File: config.mk
export PLATFORM = sky130hd
export DESIGN_NAME = sc_level_referee
export DESIGN_NICKNAME = d
export VERILOG_FILES = /design/src/rtl/sc_game_pkg.sv /design/src/rtl/sc_tick_divider.sv /design/src/rtl/sc_level_referee.sv
export SDC_FILE = /design/constraint.sdc
export NUM_CORES = 1
export LEC_CHECK = 0
export CAP_MARGIN = 20
export CORE_AREA = 2 2 49 74
export DETAILED_ROUTE_END_ITERATION = 16
export DIE_AREA = 0 0 51 76
export DONT_BUFFER_PORTS = 1
export GPL_TIMING_DRIVEN = 0
export PLACE_DENSITY = 0.75
export SLEW_MARGIN = 20
export SYNTH_ARGS = -nofsm -noshare
export SYNTH_HDL_FRONTEND = slang
export SYNTH_SLANG_ARGS = --single-unit
File: constraint.sdc
create_clock -name SC_LEVELREFEREE_CLOCK_50 -period 4.94 [get_ports SC_LEVELREFEREE_CLOCK_50]
set_input_delay 0.494 -clock SC_LEVELREFEREE_CLOCK_50 [delete_from_list [all_inputs] [get_ports SC_LEVELREFEREE_CLOCK_50]]
set_output_delay 0.494 -clock SC_LEVELREFEREE_CLOCK_50 [all_outputs]
set_load 0.05 [all_outputs]
File: src/rtl/sc_game_pkg.sv
// ---------------------------------------------------------------------------
// sc_game_pkg
// Shared definitions for the game slice: the 2-bit level codes that travel
// from the game state machine to the referee, and the referee state
// encodings. Kept as plain localparam constants so older consumers of the
// encodings can use them without enum casting.
// No ports (package).
// ---------------------------------------------------------------------------
package sc_game_pkg;

    typedef logic [1:0] level_t;
    typedef logic [1:0] ref_state_t;

    // Level codes: 0 means no game in progress, 1..3 are playable levels.
    localparam level_t LVL_NONE = 2'd0;
    localparam level_t LVL_1    = 2'd1;
    localparam level_t LVL_2    = 2'd2;
    localparam level_t LVL_3    = 2'd3;

    // Referee states.
    localparam ref_state_t REF_IDLE = 2'd0;
    localparam ref_state_t REF_RUN  = 2'd1;
    localparam ref_state_t REF_DONE = 2'd2;

endpackage

File: src/rtl/sc_tick_divider.sv
// ---------------------------------------------------------------------------
// sc_tick_divider
// Free-running clock divider with a period chosen per cycle by the caller.
// The count runs 0 .. period_i-1 while enabled, then wraps to 0; term_o is
// high combinationally on the enabled cycle where the count sits at its
// last value, so the caller can register its own tick from it.
// Ports:
//   clk_i     in   1      system clock
//   rstn_i    in   1      synchronous active-low reset
//   clear_i   in   1      synchronous restart to count 0 (wins over en_i)
//   en_i      in   1      advance the count this cycle
//   period_i  in   DIV_W  clocks per terminal pulse (>= 2)
//   term_o    out  1      terminal-count indication for this cycle
// ---------------------------------------------------------------------------
module sc_tick_divider #(
    parameter int DIV_W = 26
) (
    input  logic             clk_i,
    input  logic             rstn_i,
    input  logic             clear_i,
    input  logic             en_i,
    input  logic [DIV_W-1:0] period_i,
    output logic             term_o
);

    logic [DIV_W-1:0] cnt_q;
    logic [DIV_W-1:0] cnt_d;
    logic [DIV_W-1:0] lastCount;

    assign lastCount = period_i - 1'b1;

    // The terminal flag is suppressed while clearing so a restart never
    // produces a stray tick in the same cycle.
    assign term_o = en_i && !clear_i && (cnt_q == lastCount);

    // Next count: clear has priority, otherwise count up and wrap at the end
    // of the period; hold when not enabled.
    always_comb begin
        cnt_d = cnt_q;
        if (clear_i) begin
            cnt_d = '0;
        end else if (en_i) begin
            if (cnt_q == lastCount) begin
                cnt_d = '0;
            end else begin
                cnt_d = cnt_q + 1'b1;
            end
        end
    end

    // Count register with synchronous active-low reset.
    always_ff @(posedge clk_i) begin
        if (!rstn_i) begin
            cnt_q <= '0;
        end else begin
            cnt_q <= cnt_d;
        end
    end

endmodule

File: src/rtl/sc_level_referee.sv
// ---------------------------------------------------------------------------
// sc_level_referee
// Per-level referee sitting in front of the game state machine. It paces the
// game with a level-dependent step tick, counts the steps survived in the
// current level, and reports the outcome as one-cycle active-low win/lose
// pulses. Once a pulse is issued the referee parks in DONE until the level
// code changes, so each level attempt yields exactly one outcome pulse.
// Ports:
//   SC_LEVELREFEREE_CLOCK_50     in   1        system clock
//   SC_LEVELREFEREE_RESET_InLow  in   1        synchronous active-low reset
//   SC_LEVELREFEREE_nivel        in   2        current level (0 = no game)
//   SC_LEVELREFEREE_clear_InLow  in   1        synchronous clear, same effect as reset
//   SC_LEVELREFEREE_crash_InLow  in   1        collision flag, low = crash
//   SC_LEVELREFEREE_win_outLow   out  1        one-cycle low pulse: target reached
//   SC_LEVELREFEREE_lose_outLow  out  1        one-cycle low pulse: crashed
//   SC_LEVELREFEREE_tick_out     out  1        one-cycle high pulse per step
//   SC_LEVELREFEREE_score        out  SCORE_W  steps survived in this level
// ---------------------------------------------------------------------------
module sc_level_referee
    import sc_game_pkg::*;
#(
    parameter int DIV_W     = 26,
    parameter int DIV_L1    = 25_000_000,
    parameter int DIV_L2    = 16_000_000,
    parameter int DIV_L3    = 10_000_000,
    parameter int SCORE_W   = 5,
    parameter int TARGET_L1 = 10,
    parameter int TARGET_L2 = 15,
    parameter int TARGET_L3 = 20
) (
    input  logic               SC_LEVELREFEREE_CLOCK_50,
    input  logic               SC_LEVELREFEREE_RESET_InLow,
    input  logic [1:0]         SC_LEVELREFEREE_nivel,
    input  logic               SC_LEVELREFEREE_clear_InLow,
    input  logic               SC_LEVELREFEREE_crash_InLow,
    output logic               SC_LEVELREFEREE_win_outLow,
    output logic               SC_LEVELREFEREE_lose_outLow,
    output logic               SC_LEVELREFEREE_tick_out,
    output logic [SCORE_W-1:0] SC_LEVELREFEREE_score
);

    ref_state_t         state_q, state_d;
    level_t             nivel_q;
    logic [SCORE_W-1:0] score_q, score_d;
    logic               win_q, win_d;
    logic               lose_q, lose_d;
    logic               tick_q, tick_d;

    level_t             nivel;
    logic               syncRstn;
    logic               levelChange;
    logic               crashNow;
    logic               runActive;
    logic               divTerm;
    logic [DIV_W-1:0]   divPeriod;
    logic [SCORE_W-1:0] target;
    logic [SCORE_W-1:0] scorePlus;

    assign nivel       = SC_LEVELREFEREE_nivel;
    assign syncRstn    = SC_LEVELREFEREE_RESET_InLow && SC_LEVELREFEREE_clear_InLow;
    assign levelChange = (nivel != nivel_q);
    assign crashNow    = !SC_LEVELREFEREE_crash_InLow;
    assign scorePlus   = score_q + 1'b1;

    // The divider only runs during a settled RUN cycle; a level change or a
    // drop to no-game restarts it so the new level starts a full period.
    assign runActive = (state_q == REF_RUN) && (nivel != LVL_NONE) && !levelChange;

    // Period and win target follow the live level code, so a level change
    // takes effect in the same cycle the referee restarts.
    always_comb begin
        divPeriod = DIV_W'(DIV_L1);
        target    = SCORE_W'(TARGET_L1);
        case (nivel)
            LVL_2: begin
                divPeriod = DIV_W'(DIV_L2);
                target    = SCORE_W'(TARGET_L2);
            end
            LVL_3: begin
                divPeriod = DIV_W'(DIV_L3);
                target    = SCORE_W'(TARGET_L3);
            end
            default: begin
                divPeriod = DIV_W'(DIV_L1);
                target    = SCORE_W'(TARGET_L1);
            end
        endcase
    end

    // A crash freezes the divider so no tick can coincide with a lose.
    sc_tick_divider #(
        .DIV_W (DIV_W)
    ) u_divider (
        .clk_i    (SC_LEVELREFEREE_CLOCK_50),
        .rstn_i   (syncRstn),
        .clear_i  (!runActive),
        .en_i     (!crashNow),
        .period_i (divPeriod),
        .term_o   (divTerm)
    );

    // Referee FSM. No-game overrides everything. Inside RUN the order is
    // level change, then crash, then tick, which gives a crash priority over
    // a final tick landing in the same cycle. Pulse outputs default to
    // their inactive level so every pulse lasts exactly one cycle.
    always_comb begin
        state_d = state_q;
        score_d = score_q;
        win_d   = 1'b1;
        lose_d  = 1'b1;
        tick_d  = 1'b0;
        if (nivel == LVL_NONE) begin
            state_d = REF_IDLE;
            score_d = '0;
        end else begin
            case (state_q)
                REF_IDLE: begin
                    state_d = REF_RUN;
                    score_d = '0;
                end
                REF_RUN: begin
                    if (levelChange) begin
                        score_d = '0;
                    end else if (crashNow) begin
                        lose_d  = 1'b0;
                        state_d = REF_DONE;
                    end else if (divTerm) begin
                        tick_d  = 1'b1;
                        score_d = scorePlus;
                        if (scorePlus == target) begin
                            win_d   = 1'b0;
                            state_d = REF_DONE;
                        end
                    end
                end
                REF_DONE: begin
                    if (levelChange) begin
                        state_d = REF_RUN;
                        score_d = '0;
                    end
                end
                default: begin
                    state_d = REF_IDLE;
                    score_d = '0;
                end
            endcase
        end
    end

    // State and output registers; reset and clear share the same effect.
    always_ff @(posedge SC_LEVELREFEREE_CLOCK_50) begin
        if (!syncRstn) begin
            state_q <= REF_IDLE;
            nivel_q <= LVL_NONE;
            score_q <= '0;
            win_q   <= 1'b1;
            lose_q  <= 1'b1;
            tick_q  <= 1'b0;
        end else begin
            state_q <= state_d;
            nivel_q <= nivel;
            score_q <= score_d;
            win_q   <= win_d;
            lose_q  <= lose_d;
            tick_q  <= tick_d;
        end
    end

    assign SC_LEVELREFEREE_win_outLow  = win_q;
    assign SC_LEVELREFEREE_lose_outLow = lose_q;
    assign SC_LEVELREFEREE_tick_out    = tick_q;
    assign SC_LEVELREFEREE_score       = score_q;

endmodule

Yosys cells after proc, flatten, opt, wreduce, memory -nomap -nowiden
Cells that the tools add are included.
Cells by class
  equal/unequal tests: 13
  bitwise gates (word level): 4
  $add $sub $neg: 3
  multiplexer cells: 17
  reductions and logical operators: 16
Operators by type and width (number)
  25-bit case mux with 2 select lines: 1
  26-bit by 1-bit adder with 26-bit output, second input constant: 1
  26-bit equality test: 1
  26-bit two-way mux: 1
  25-bit by 1-bit subtractor with 26-bit output, second input constant: 1
  5-bit two-way mux: 4
  5-bit case mux with 2 select lines: 2
  2-bit two-way mux: 5
  3-bit != test, second input constant: 3
  2-bit equality test, second input constant: 3
  2-bit case mux with 3 select lines: 1
  6-bit OR reduction: 1
  5-bit by 1-bit adder with 5-bit output, second input constant: 1
  5-bit equality test: 1
  1-bit logical AND: 5
  5-bit OR reduction: 1
  2-bit zero test: 2
  2-bit != test, second input constant: 2
  1-bit inverter: 4
  4-bit AND reduction: 1
  4-bit OR reduction: 1
  1-bit two-way mux: 3
  3-bit by 2-bit != test with 1-bit output, second input constant: 1
  3-bit AND reduction: 1
  other kinds (6): 6
Word-level totals
  bits in registers: 38
  output and inout bits: 8
  logic and storage cells: 60
  bits of input ports: 6

Depth between registers and ports, before layout
  depth after elaboration: 9
  depth in mapped cells: 7
  depth with buffers taken out: 6

Cells and area by module
A second synthesis with hierarchy kept.
Unflattened totals
  cell total of the unflattened synthesis: 349
  area total of the unflattened synthesis: 2887.8 µm²
Modules (own cells, without submodules)
  sc_tick_divider: cells an instance 268, sequential area each 520.5 µm², area each 2138.3 µm², times used 1
  sc_level_referee: cells an instance 81, sequential area each 240.2 µm², area each 749.5 µm², times used 1

Worst setup path after synthesis
OpenSTA, ideal clock, no wires.
  kind: register -> register
  from: reg score_q[0] (netlist: SC_LEVELREFEREE_score[0])
  to: reg state_q[1]
  clock period less this slack: 2.438 ns
  data arrival time: 2.379 ns
  setup slack: 2.502 ns
  data required time: 4.881 ns
  setup time: 0.059 ns
  path buffers: 0
  stages on the path, launching flop included: 7
  path through: dfxtp_1 > ha_1 > nand3_1 > xor2_1 > or4_1 > a2111oi_2 > o211a_1
On the way
  word-level cells in the longest chain between the ends: 4
Ends and longest elaborated chain
  from (decl): RTL line sc_level_referee.sv:44  | logic [SCORE_W-1:0] score_q, score_d;
  from (signal assigned): RTL line sc_level_referee.sv:162  | score_q <= score_d;
  5-bit by 1-bit adder with 5-bit output: RTL line sc_level_referee.sv:63  | assign scorePlus = score_q + 1'b1;
  5-bit equality test: RTL line sc_level_referee.sv:130  | if (scorePlus == target) begin
  3-bit by 2-bit != test with 1-bit output (no line)
  4-bit AND reduction (no line)
  to (signal assigned): RTL line sc_level_referee.sv:160  | state_q <= state_d;
  to (decl): RTL line sc_level_referee.sv:42  | ref_state_t state_q, state_d;
Every way passes these cells.
A chain may end at the register's enable or synchronous reset.

Final worst setup path
Same ends and word-level chain as after synthesis.

==> metrics.md <==
| Metric | Value |
|---|---|
| Hold buffers post-CTS | `0` |
| Setup-failing EPs final | `0` |
| Clk pin slew, worst setup/hold paths | `0.08 ns` |
| Final nets | `248` |
| Global route hottest layer | `met2` |
| Postcts setup bufs | `0` |
| Critical path arrival | `2.98 ns` |
| GPL Wtd Cong | `0.877` |
| Number of flops mapped to enable cells by yosys | `0` |
| Top post-synthesis cells by area | `dfxtp_1 37%, xor2_1 9.4%, nor2_1 7.4%` |
| Sequential power share | `0.529` |
| Ant diodes | `0` |
| Mean Syn Cell Area | `8.76 µm²` |
| Critical-path maximum fanout | `6` |
| Pleak | `0.714 nW` |
| Area delta synth->final | `8.15%` |
| CTS tree | `yes` |
| Post-route core utilization | `0.672` |
| Met2 Track Usage GR | `0.460` |
| Top Ports | `14` |
| Clock Tree Buf Depth | `2` |
| Max incr delay on CP | `0.75 ns` |
| Post-Route WL | `4300 µm` |
| CTS Buf Count | `5` |
| Worst hold path type | `in -> reg` |
| Share of flip-flops with an asynchronous set or reset | `0` |
| Crit-path leading delay family | `compound AO/OA/AOI/OAI gates` |
| Final period util | `0.555` |
| Met1 usage | `0.285` |
| Post-Syn Area | `2040 µm²` |
| Cell breakdown of the critical path | `ha_1, nand3_1, xor2_1, or4_1, a2111oi_2, o211a_1` |
| Crit end category | `flop` |
| Clock tree sinks | `38` |
| Worst Setup Path Type | `reg -> reg` |
| CP startpoint kind | `flop` |
| Clk Latency, worst-skew pair | `0.29 ns` |
| WP data required | `5.18 ns` |
| Skew final | `0.0101 ns` |
| Clock power frac | `0.443` |
| Synth cell types | `51` |
| Most frequent cell after synthesis | `nor2_1` |
| Ratio of cells with drive above 1 in the final layout | `0.0954` |
| CTS H-tree depth | `2` |
| Vias in the first global route | `1728` |
| VDD IR-drop max | `0.254 mV` |
| Post-detail-place hpwl | `3230 µm` |
| Antenna violations before repair | `0` |
| Max transition margin | `0.360` |
| First-pass GRT wire length | `7700 µm` |
| Final setup TNS | `0 ns` |
| Mapped Cells | `233` |
| Slowest cell on crit path | `dfxtp_1` |
| Die X | `51 µm` |
| Buffers & Inverters on Critical Path | `0` |
| GRT Total Usage | `0.256` |
| Ys flop type | `dfxtp_1` |
| Worst slew pin tran | `0.952 ns` |
| Clk root buf | `clkbuf_8` |
| Pwr Density | `264 nW/µm²` |
| Core Rows | `26` |
| Syn_nets | `241` |
| Most instantiated cells after synthesis | `40 x nor2_1, 38 x dfxtp_1, 22 x xor2_1, 20 x nand2_1, 20 x nand4_1` |
| Pins Over Slew Limit | `0` |
| Total die area | `3880 µm²` |
| Largest net degree at the start of global routing | `13` |
| Sw Pwr | `122 µW` |
| I/O Buffers | `0` |
| Internal power component | `462 µW` |
| DR DRC count | `0` |
| Detail Route Antenna Nets | `0` |
| Initial core utilization | `0.621` |
| Vias | `1717` |
| Violation count after the first detailed-route iteration | `43` |
| Vias per cell | `6.07` |
| Logic pwr share | `0.028` |
| Unrepaired setup endpoints after global routing | `false` |
| Post-synthesis sequential area ratio | `0.373` |
| DIE HEIGHT | `76 µm` |
| Maxcap violations | `0` |
| Synth warnings | `0` |
| Final hold violation count | `0` |
| Fin crit period | `2.74 ns` |
| Detailed Routing Iterations Pass 1 | `4` |
| Met3 Resource Use GR | `0.0490` |
| Max Fclk | `0.365 GHz` |
| Seq cells post-synth | `38` |
| Outcome | `completed` |
| Synth top area share | `0.373` |
| Fill cells | `277` |
| Drt wl/cell | `15.2 µm` |
| Core box area | `3290 µm²` |
| Congestion Overflow GR | `0` |
| PostCTS Resize Cnt | `0` |
| Leading area contributor after synthesis | `dfxtp_1` |
| Sw Share | `0.210` |
-- final timing paths --
kind	start	to	slack, ns	depth (start not counted)
worst max register to register	SC_LEVELREFEREE_score[0]$_SDFFE_PP0P_	state_q[1]$_SDFFE_PP0P_	2.20	6
worst min register to register	u_divider.cnt_q[1]$_SDFFE_PN0P_	u_divider.cnt_q[1]$_SDFFE_PN0P_	0.50	2
worst max-delay path	SC_LEVELREFEREE_score[0]$_SDFFE_PP0P_	state_q[1]$_SDFFE_PP0P_	2.20	6
worst min-delay path	SC_LEVELREFEREE_clear_InLow	nivel_q[1]$_SDFF_PN0_	0.35	1
-- placed cells by master, fill, tap and decap left out, types with 3 or more instances in the layout --
cell      netlist  layout
nor2_1         40      40
dfxtp_1        38      38
xor2_1         22      22
nand2_1        20      20
nand4_1        20      20
xnor2_1         8       8
nand3_1         7       7
inv_1           6       6
nand2b_1        6       6
nor3_1          6       5
clkbuf_8        0       5
and3_1          4       4
nand3b_1        3       3
or4bb_1         3       3
nor4_1          3       3
-- registers in the layout (all words and copies together) (netlist names) --
register and cells:
SC_LEVELREFEREE_lose_outLow 1, SC_LEVELREFEREE_score 5, SC_LEVELREFEREE_tick_out 1, SC_LEVELREFEREE_win_outLow 1
nivel_q 2, state_q 2, u_divider.cnt_q 26
-- worst register-to-register path: stages, from the launching register on --
cell and delay, ns:
dfxtp_1 0.75, ha_1 0.35, nand3_1 0.16, xor2_1 0.21, or4_1 0.43, a2111oi_2 0.55, o211a_1 0.24
-- logic make-up after synthesis --
| kind of cell | count (synthesis) | share of synthesized area |
|---|---|---|
| and+or+nand+nor | 123 | 0.319 |
| DFF | 38 | 0.373 |
| adders and majority gates | 2 | 0.0123 |
| AOI/OAI and AO/OA | 26 | 0.125 |
| buffers and inverters | 12 | 0.0306 |
| muxes | 2 | 0.0123 |
| xor gates and xnor gates | 30 | 0.129 |
-- layout make-up --
class,count,area [µm²],share of cell area
multi-input combinational,183,1220,0.554
clock buffer,5,68.8,0.0312
buffer,6,40.0,0.0181
tap,42,52.6,0.0238
sequential,38,761,0.344
inverter,6,22.5,0.0102
clock inverter,3,40.0,0.0181
-- per-stage QoR --
step | instance area [µm²] | power [mW] | setup WS [ns] | hold slack, ns | std cells
2_1_floorplan | 2040 | 0.329 | 2.50 | 0.456 | 233
3_3_place_gp | 2090 | 0.332 | 2.20 | 0.479 | 275
3_5_place_dp | 2090 | 0.332 | 2.20 | 0.484 | 275
4_1_cts | 2200 | 0.590 | 2.17 | 0.342 | 283
5_1_grt | 2210 | 0.610 | 2.04 | 0.332 | 283
6_report | 2210 | 0.584 | 2.20 | 0.346 | 283
-- metal layers --
| metal | vias to the layer above | wire length, µm |
|---|---|---|
| met1 | 814 | 1790 |
| li1 | 858 | - |
| met3 | 9 | 126 |
| met5 | - | 0 |
| met2 | 36 | 2300 |
| met4 | 0 | 85 |
-- power groups by stage --
stage / Combinational, mW / Sequential, mW / Clock, mW
after floorplan: 0.0132 / 0.315 / 0
after global placement: 0.0159 / 0.316 / 0
after detailed placement: 0.0164 / 0.316 / 0
after CTS: 0.0164 / 0.309 / 0.265
after global routing: 0.0186 / 0.309 / 0.283
final: 0.0164 / 0.309 / 0.259
Note: power is estimated with default switching activity, not from simulation.
